<file path="config.mk">
export PLATFORM = sky130hd
export DESIGN_NAME = cpu_sequencer
export DESIGN_NICKNAME = d
export VERILOG_FILES = /design/src/rtl/cpu_sequencer.sv
export SDC_FILE = /design/constraint.sdc
export NUM_CORES = 1
export LEC_CHECK = 0
export BUFFER_PORTS_ARGS = -buffer_cell sky130_fd_sc_hd__buf_2
export CORE_ASPECT_RATIO = 1.25
export CORE_MARGIN = 2
export CORE_UTILIZATION = 39
export DETAILED_ROUTE_END_ITERATION = 10
export MAX_ROUTING_LAYER = met4
export PLACE_DENSITY = 0.62
export SYNTH_ARGS = -nofsm -noshare
export SYNTH_HDL_FRONTEND = slang
export SYNTH_SLANG_ARGS = --single-unit
export TNS_END_PERCENT = 30
</file>
<file path="constraint.sdc">
create_clock -name clk -period 4.55 [get_ports clk]
set_clock_uncertainty 0.2 [all_clocks]
set_input_delay 0 -clock clk [delete_from_list [all_inputs] [get_ports clk]]
set_output_delay 0 -clock clk [all_outputs]
set_load 0.03 [all_outputs]
</file>
<file path="src/rtl/cpu_sequencer.sv">
// Multi-cycle control sequencer for the RV32I core.
// Walks the shared datapath (one ALU, one memory port, register file)
// through FETCH -> DECODE -> EXECUTE -> [MEM] -> [WRITEBACK]. All control
// outputs are decoded combinationally from the current state and inputs;
// the only flops are the state register, the memory wait counter, the
// latched trap cause and the retired-instruction counter.
//
// Memory handshake: mem_req is asserted for as long as the sequencer sits
// in FETCH or MEM; a request completes in the cycle where mem_req and
// mem_ready are both high, and the sequencer leaves that state on the next
// edge. mem_ready is ignored in every other state.
module cpu_sequencer #(
    parameter int MEM_TIMEOUT = 16,
    parameter int INSTRET_W   = 32
) (
    input  logic                 clk,
    input  logic                 rst,
    input  logic [6:0]           opcode,
    input  logic [2:0]           funct3,
    input  logic                 alu_equal,
    input  logic                 mem_ready,
    output logic                 mem_req,
    output logic                 mem_we,
    output logic                 addr_sel,
    output logic                 ir_write,
    output logic                 reg_write,
    output logic [1:0]           wb_sel,
    output logic                 pc_write,
    output logic [1:0]           pc_sel,
    output logic                 retire,
    output logic [INSTRET_W-1:0] instret,
    output logic                 trap,
    output logic [1:0]           trap_cause
);

    typedef enum logic [2:0] {
        S_IDLE,
        S_FETCH,
        S_DECODE,
        S_EXECUTE,
        S_MEM,
        S_WRITEBACK,
        S_TRAP
    } state_t;

    localparam logic [6:0] OP_LOAD   = 7'b0000011;
    localparam logic [6:0] OP_STORE  = 7'b0100011;
    localparam logic [6:0] OP_OP     = 7'b0110011;
    localparam logic [6:0] OP_OPIMM  = 7'b0010011;
    localparam logic [6:0] OP_BRANCH = 7'b1100011;
    localparam logic [6:0] OP_JAL    = 7'b1101111;
    localparam logic [6:0] OP_JALR   = 7'b1100111;
    localparam logic [6:0] OP_LUI    = 7'b0110111;
    localparam logic [6:0] OP_AUIPC  = 7'b0010111;

    localparam logic [1:0] CAUSE_ILLEGAL = 2'b01;
    localparam logic [1:0] CAUSE_BRANCH  = 2'b10;
    localparam logic [1:0] CAUSE_TIMEOUT = 2'b11;

    // Counter only needs to reach MEM_TIMEOUT-1.
    localparam int CW = (MEM_TIMEOUT > 1) ? $clog2(MEM_TIMEOUT) : 1;
    localparam logic [CW-1:0] TIMEOUT_LAST = (MEM_TIMEOUT > 0) ? CW'(MEM_TIMEOUT - 1) : '0;

    state_t        state;
    state_t        next_state;
    logic [CW-1:0] wait_cnt;
    logic [1:0]    next_cause;
    logic          timeout_hit;
    logic          opcode_legal;
    logic          branch_taken;

    // Decode helpers shared by several states.
    always_comb begin
        opcode_legal = 1'b0;
        case (opcode)
            OP_LOAD, OP_STORE, OP_OP, OP_OPIMM, OP_BRANCH,
            OP_JAL, OP_JALR, OP_LUI, OP_AUIPC: opcode_legal = 1'b1;
            default:                           opcode_legal = 1'b0;
        endcase
        branch_taken = ((funct3 == 3'b000) && alu_equal) ||
                       ((funct3 == 3'b001) && !alu_equal);
        timeout_hit  = (MEM_TIMEOUT != 0) && (wait_cnt == TIMEOUT_LAST) && !mem_ready;
    end

    // Next-state and control-output decode.
    always_comb begin
        next_state = state;
        next_cause = 2'b00;
        mem_req    = 1'b0;
        mem_we     = 1'b0;
        addr_sel   = 1'b0;
        ir_write   = 1'b0;
        reg_write  = 1'b0;
        wb_sel     = 2'b00;
        pc_write   = 1'b0;
        pc_sel     = 2'b00;
        retire     = 1'b0;
        trap       = 1'b0;
        case (state)
            S_IDLE: next_state = S_FETCH;
            S_FETCH: begin
                mem_req = 1'b1;
                if (mem_ready) begin
                    ir_write   = 1'b1;
                    next_state = S_DECODE;
                end else if (timeout_hit) begin
                    next_state = S_TRAP;
                    next_cause = CAUSE_TIMEOUT;
                end
            end
            S_DECODE: begin
                if (!opcode_legal) begin
                    next_state = S_TRAP;
                    next_cause = CAUSE_ILLEGAL;
                end else if ((opcode == OP_BRANCH) && (funct3[2:1] != 2'b00)) begin
                    next_state = S_TRAP;
                    next_cause = CAUSE_BRANCH;
                end else begin
                    next_state = S_EXECUTE;
                end
            end
            S_EXECUTE: begin
                if (opcode == OP_BRANCH) begin
                    pc_write   = 1'b1;
                    retire     = 1'b1;
                    pc_sel     = branch_taken ? 2'b01 : 2'b00;
                    next_state = S_FETCH;
                end else if ((opcode == OP_LOAD) || (opcode == OP_STORE)) begin
                    next_state = S_MEM;
                end else begin
                    next_state = S_WRITEBACK;
                end
            end
            S_MEM: begin
                mem_req  = 1'b1;
                addr_sel = 1'b1;
                mem_we   = (opcode == OP_STORE);
                if (mem_ready) begin
                    if (opcode == OP_STORE) begin
                        pc_write   = 1'b1;
                        retire     = 1'b1;
                        next_state = S_FETCH;
                    end else begin
                        next_state = S_WRITEBACK;
                    end
                end else if (timeout_hit) begin
                    next_state = S_TRAP;
                    next_cause = CAUSE_TIMEOUT;
                end
            end
            S_WRITEBACK: begin
                reg_write  = 1'b1;
                pc_write   = 1'b1;
                retire     = 1'b1;
                next_state = S_FETCH;
                if (opcode == OP_LOAD) begin
                    wb_sel = 2'b01;
                end else if ((opcode == OP_JAL) || (opcode == OP_JALR)) begin
                    wb_sel = 2'b10;
                end
                if (opcode == OP_JAL) begin
                    pc_sel = 2'b01;
                end else if (opcode == OP_JALR) begin
                    pc_sel = 2'b10;
                end
            end
            S_TRAP:  trap = 1'b1;
            default: next_state = S_IDLE;
        endcase
    end

    // State register, memory wait counter, trap cause and retire counter.
    always_ff @(posedge clk or posedge rst) begin
        if (rst) begin
            state      <= S_IDLE;
            wait_cnt   <= '0;
            trap_cause <= 2'b00;
            instret    <= '0;
        end else begin
            state <= next_state;
            if (next_state != state) begin
                wait_cnt <= '0;
            end else if (mem_req && !mem_ready) begin
                wait_cnt <= wait_cnt + 1'b1;
            end
            if ((state != S_TRAP) && (next_state == S_TRAP)) begin
                trap_cause <= next_cause;
            end
            if (retire) begin
                instret <= instret + 1'b1;
            end
        end
    end

endmodule

</file>
# Yosys cells after proc, flatten, opt, wreduce, memory -nomap -nowiden
# Cells that the tools add are included.
op_classes:
  eq_ne: 20
  muxes: 36
  add_sub_neg: 2
  n_reduce_logical: 18
ops:
  columns: ["operator", "count"]
  rows:
  - ["32-bit by 1-bit adder with 32-bit output (second input constant)", 1]
  - ["7-bit by 6-bit == test with 1-bit output (second input constant)", 3]
  - ["7-bit == test (second input constant)", 3]
  - ["3-bit two-way mux", 7]
  - ["2-bit two-way mux", 9]
  - ["3-bit case mux with 6 select lines", 1]
  - ["7-bit by 5-bit == test with 1-bit output (second input constant)", 2]
  - ["1-bit two-way mux", 14]
  - ["3-bit == test (second input constant)", 4]
  - ["9-bit OR reduction", 1]
  - ["4-bit two-way mux", 2]
  - ["2-bit case mux with 2 select lines", 2]
  - ["7-bit by 2-bit == test with 1-bit output (second input constant)", 1]
  - ["3-bit by 1-bit == test with 1-bit output (second input constant)", 2]
  - ["3-bit by 2-bit == test with 1-bit output (second input constant)", 2]
  - ["1-bit logical AND", 6]
  - ["3-bit logical NOT", 2]
  - ["4-bit by 1-bit adder with 4-bit output (second input constant)", 1]
  - ["4-bit == test (second input constant)", 1]
  - ["2-bit nonzero test", 2]
  - ["2-bit OR reduction", 2]
  - ["1-bit logical OR", 3]
  - ["3-bit inequality test", 1]
  - ["3-bit inequality test (second input constant)", 1]
  - ["2 further kinds", 3]
word_totals:
  reg_bits: 41
  wordCells: 80

# Depth between registers and ports, before layout
depth:
  ltp_word: 7
  ltp_mapped: 9
  depth_no_buf: 6

# Worst setup path before layout
# OpenSTA, ideal clock, no wires.
synth_path:
  kind: "flip-flop to flip-flop"
  from: "register state[1]"
  to: "register trap_cause[0]"
  required_time_ns: 4.255
  stages_incl_launch_ff: 7
  path_buffers: 1
  path_slack_ns: 1.909
  period_less_slack_ns: 2.641
  arrival_time_ns: 2.345
  cell_sequence: "dfrtp_1 buf_2 nor3b_1 o21ai_0 a22o_1 and3_1 o31ai_1"
synth_between:
  elab_chain_cells: 5
synth_lines:
  columns: ["element", "line_no", "source"]
  rows:
  - ["start: declaration", "64", "state_t state;"]
  - ["start signal: assignment", "180", "state <= next_state;"]
  - ["3-bit == test, or another cell as far along", "99", "case (state)"]
  - ["2-bit OR reduction (no source line), or another cell as far along", null, null]
  - ["3-bit case mux with 6 select lines", "99", null]
  - ["3-bit == test", "186", "if ((state != S_TRAP) && (next_state == S_TRAP)) begin"]
  - ["1-bit logical AND", "186", null]
  - ["end signal: assignment", "187", "trap_cause <= next_cause;"]
  - ["end: declaration", "33", "output logic [1:0] trap_cause"]
# Several ways; a longest one is shown, not always the timed one.
# A chain may end at the register's enable or synchronous reset.

# Worst setup path in the final report
layout_path:
  from: "register state[0]"
  to: "output port pc_write"
layout_between:
  elab_chain_cells: 2
layout_lines:
  columns: ["element", "line_no", "source"]
  rows:
  - ["3-bit == test or 3-bit by 2-bit == test with 1-bit output (tied branches)", "99", null]
  - ["1-bit case mux with 3 select lines *", "99", null]
  - ["end: declaration", "28", "output logic pc_write,"]
# Every way passes the cells marked *; elsewhere a longest branch is shown, timed or not.

==> metrics.csv <==
metric,value,unit
crit-path cells,a31oi_1 -> o22a_1 -> inv_2 -> buf_2,
period utilization,54.6,%
Worst setup SP type,register,
source of the worst register-to-register timing path,state[0],
post-synthesis instance area,2310,µm²
share of cells above drive strength 1,25.3,%
Post-Synthesis Cells,238,
final non-filler cell total,362,
slew margin rel.,49.6,%
Setup WS pre-CTS,2.15,ns
Reg2Reg Setup Slack,2.14,ns
Die Height,90.1,µm
Starting DRT DRC Count,89,
total wire length,5120,µm
clk_lat worst skew,0.29,ns
Total Power,1.21,mW
area added between synthesis and finish,18.7,%
DRC viols,0,
antenna violations before repair,0,
dpl hpwl,3730,µm
Die Width,72.9,µm
worst hold slack,0.0168,ns
Critical Path AT,2.28,ns
setup ws final,2.07,ns
RR Endpoint,instret[9],
wire per inst,14.1,µm
Port Buffers,59,
Std-Cell Rows,31,
Routability Congestion,0.827,
CP Capture Point,pc_write,
cell count after placement,354,
Synth Area per Inst,9.71,µm²
critical path type,register to output pin,
Final ANT Viol Nets,0,
Worst path max stage delay,0.65,ns
reg2reg path depth,5,
sequential-to-total area share from yosys stat,44.4,%
"CP delay by family, top",compound AO/OA/AOI/OAI gates,
Pleak,1.37,nW
core footprint,5780,µm²
Clock Path Buffers,2,
fin nets,312,
element type at the critical path end,output pin,
crit-path max FO,18,
RSZ-0062 raised after global routing,false,
PostCTS Resize Cnt,0,
worst-margin pin slew,0.756,ns
Post-Route Setup TNS,0,ns
vias in the first global route,1857,
hold buffer count at CTS,1,
die area,6560,µm²
Worst Setup SP,state[0],
number of vias per cell,5.46,
Compound-Gate Fraction of Synth Area,7.74,%
clk slew on worst S/H paths,0.07,ns
# diodes,0,
largest net degree at the start of global routing,42,
fmax,0.403,GHz
grt total ovfl,0,
final hold viol count,0,
worst vdd ir,0.000284,V
first-pass GRT wire length,8650,µm
Root Driver,clkbuf_8,
H-Tree Depth,2,
"Setup Fix Bufs, Post-CTS",0,
adder-cell share of the synthesized area,1.08,%
clock sink count,41,
initial core utilization,40.0,%
CTS Buf Count,5,
mux cell area share after synthesis,0.866,%
HP Class,input pin to register,
Simple-Gate Fraction of Synth Area,28.6,%
via count,1975,
minimum clock period,2.48,ns
Synth Area in XOR/XNOR,13.3,%
max-cap viol count,0,
largest family of logic cells by synthesized area,simple AND/OR/NAND/NOR gates,
status,completed,
"Slowest-stage cell, CP",o22a_1,
critical path depth in cells,4,
Mapped Nets,254,
DRT Pass-1 Iters,4,
register bit total from synthesis,41,
max-slew violation count,0,
IO Pins,60,
PD cells,440,nW/µm²
Yosys warnings,0,
Netlist cell types,44,
CP required,4.35,ns
CP Buf/Inv Count,2,
CTS tree,built,
GR Util All Layers,16.8,%
# setup viols final,0,
FILL cells,576,
==> worst register-to-register path, delay by kind of cell, from the launching register on <==
kind                      cells  cell delay, ns
buffers and inverters         1            0.31
DFF                           1            0.53
xor gates and xnor gates      1            0.13
and+or+nand+nor               1            0.25
AOI/OAI and AO/OA             2            0.88
==> registers in the layout (all words and copies together) (netlist names) <==
signal / flops
state: 3
instret: 32
wait_cnt: 4
trap_cause: 2
==> kinds of logic (layout without fill, tap and decap cells) <==
logic type | count (synthesis) | count (layout)
simple gates | 115 | 115
fa+ha+maj | 2 | 2
flops | 41 | 41
mux | 2 | 2
buf+inv | 17 | 75
compound gates | 26 | 26
xor+xnor | 35 | 35
==> final cells by class <==
cell class	count	area [µm²]	area share (%)
Tap cell	66	82.6	3.01
Clock buffer	5	68.8	2.51
Multi-Input combinational cell	180	1190	43.4
Timing Repair Buffer	61	313	11.4
Sequential cell	41	1030	37.4
Inverter	7	26.3	0.958
Clock inverter	2	35.0	1.28
==> how the worst min path moves through the flow <==
| stage | cells past startpoint | slack, ns | start | endpoint |
|---|---|---|---|---|
| after floorplan | 1 | -0.08 | opcode[3] | pc_sel[1] |
| after global routing | 5 | 0.07 | opcode[2] | trap_cause[1] |
| final | 5 | 0.02 | opcode[2] | trap_cause[1] |
| after global placement | 3 | -0.05 | rst | instret[29] |
| after detailed placement | 3 | -0.04 | rst | instret[29] |
| after CTS | 4 | 0.02 | opcode[4] | state[0] |
==> layout by cell type, fill, tap and decap left out, drive strengths merged, types with 2 or more instances in the layout <==
master  instances
buf            60
dfrtp          41
nand2          24
xor2           19
nor3           19
nand3          16
xnor2          16
nand4          10
and3            8
nor4            8
o21ai           7
nor2            7
inv             7
and4            6
clkbuf          5
or3             4
a21oi           4
a31oi           3
nand2b          3
nor2b           2
and4b           2
a211o           2
nor3b           2
mux2i           2
ha              2
or3b            2
==> synthesized netlist by cell type <==
| master | number | area [µm²] |
|---|---|---|
| a22o_1 | 1 | 8.76 |
| nand4_1 | 10 | 62.6 |
| ha_1 | 2 | 25.0 |
| nor3_1 | 13 | 65.1 |
| and4_1 | 6 | 52.6 |
| nand4b_1 | 1 | 8.76 |
| or3_1 | 4 | 25.0 |
| dfrtp_1 | 41 | 1030 |
| o31a_1 | 1 | 8.76 |
| nor3_2 | 6 | 60.1 |
| nor4_1 | 8 | 50.1 |
| and3_1 | 8 | 50.1 |
| xor2_1 | 19 | 166 |
| mux2i_1 | 2 | 20.0 |
| a221oi_1 | 1 | 8.76 |
| or3b_2 | 1 | 8.76 |
| buf_2 | 3 | 15.0 |
| o21ai_0 | 7 | 35.0 |
| nand2b_1 | 3 | 18.8 |
| o31ai_1 | 1 | 7.51 |
| o22a_1 | 1 | 8.76 |
| a211o_1 | 2 | 17.5 |
| a21oi_1 | 4 | 20.0 |
| nor3b_1 | 2 | 15.0 |
| inv_1 | 6 | 22.5 |
| buf_8 | 1 | 15.0 |
| and4b_1 | 2 | 20.0 |
| or2_1 | 1 | 6.26 |
| nor2_1 | 7 | 26.3 |
| o211ai_1 | 1 | 7.51 |
| o221ai_1 | 1 | 8.76 |
| a2111o_1 | 1 | 11.3 |
| nor2b_1 | 2 | 12.5 |
| nand3_1 | 16 | 80.1 |
| xnor2_1 | 16 | 140 |
| clkbuf_1 | 3 | 11.3 |
| buf_4 | 2 | 15.0 |
| buf_6 | 1 | 11.3 |
| a31oi_1 | 3 | 18.8 |
| a211oi_1 | 1 | 7.51 |
| inv_2 | 1 | 3.75 |
| nand2_1 | 24 | 90.1 |
| a32o_1 | 1 | 10.0 |
| or3b_1 | 1 | 8.76 |
==> per-stage QoR <==
step	util, %	cell area, µm²
finish	47.5	2740
global route	47.5	2740
CTS	47.5	2740
detailed placement	45.5	2630
global placement	45.5	2630
floorplan	-	2310
==> report_power, final <==
part           switching [mW]  internal (mW)  total, mW
sequential             0.0747          0.410      0.484
clock                   0.116          0.159      0.275
combinational           0.305          0.142      0.448
==> layer usage <==
metal / vias up / part of all wire, % / GRT usage, %
met2: 48 / 49 / 25.8
met1: 938 / 45 / 22.6
met4: 0 / 1.2 / 4.78
li1: 981 / - / -
met3: 8 / 4.2 / 3.03
met5: - / 0 / -
No activity file was read; power rests on OpenSTA's default activity.
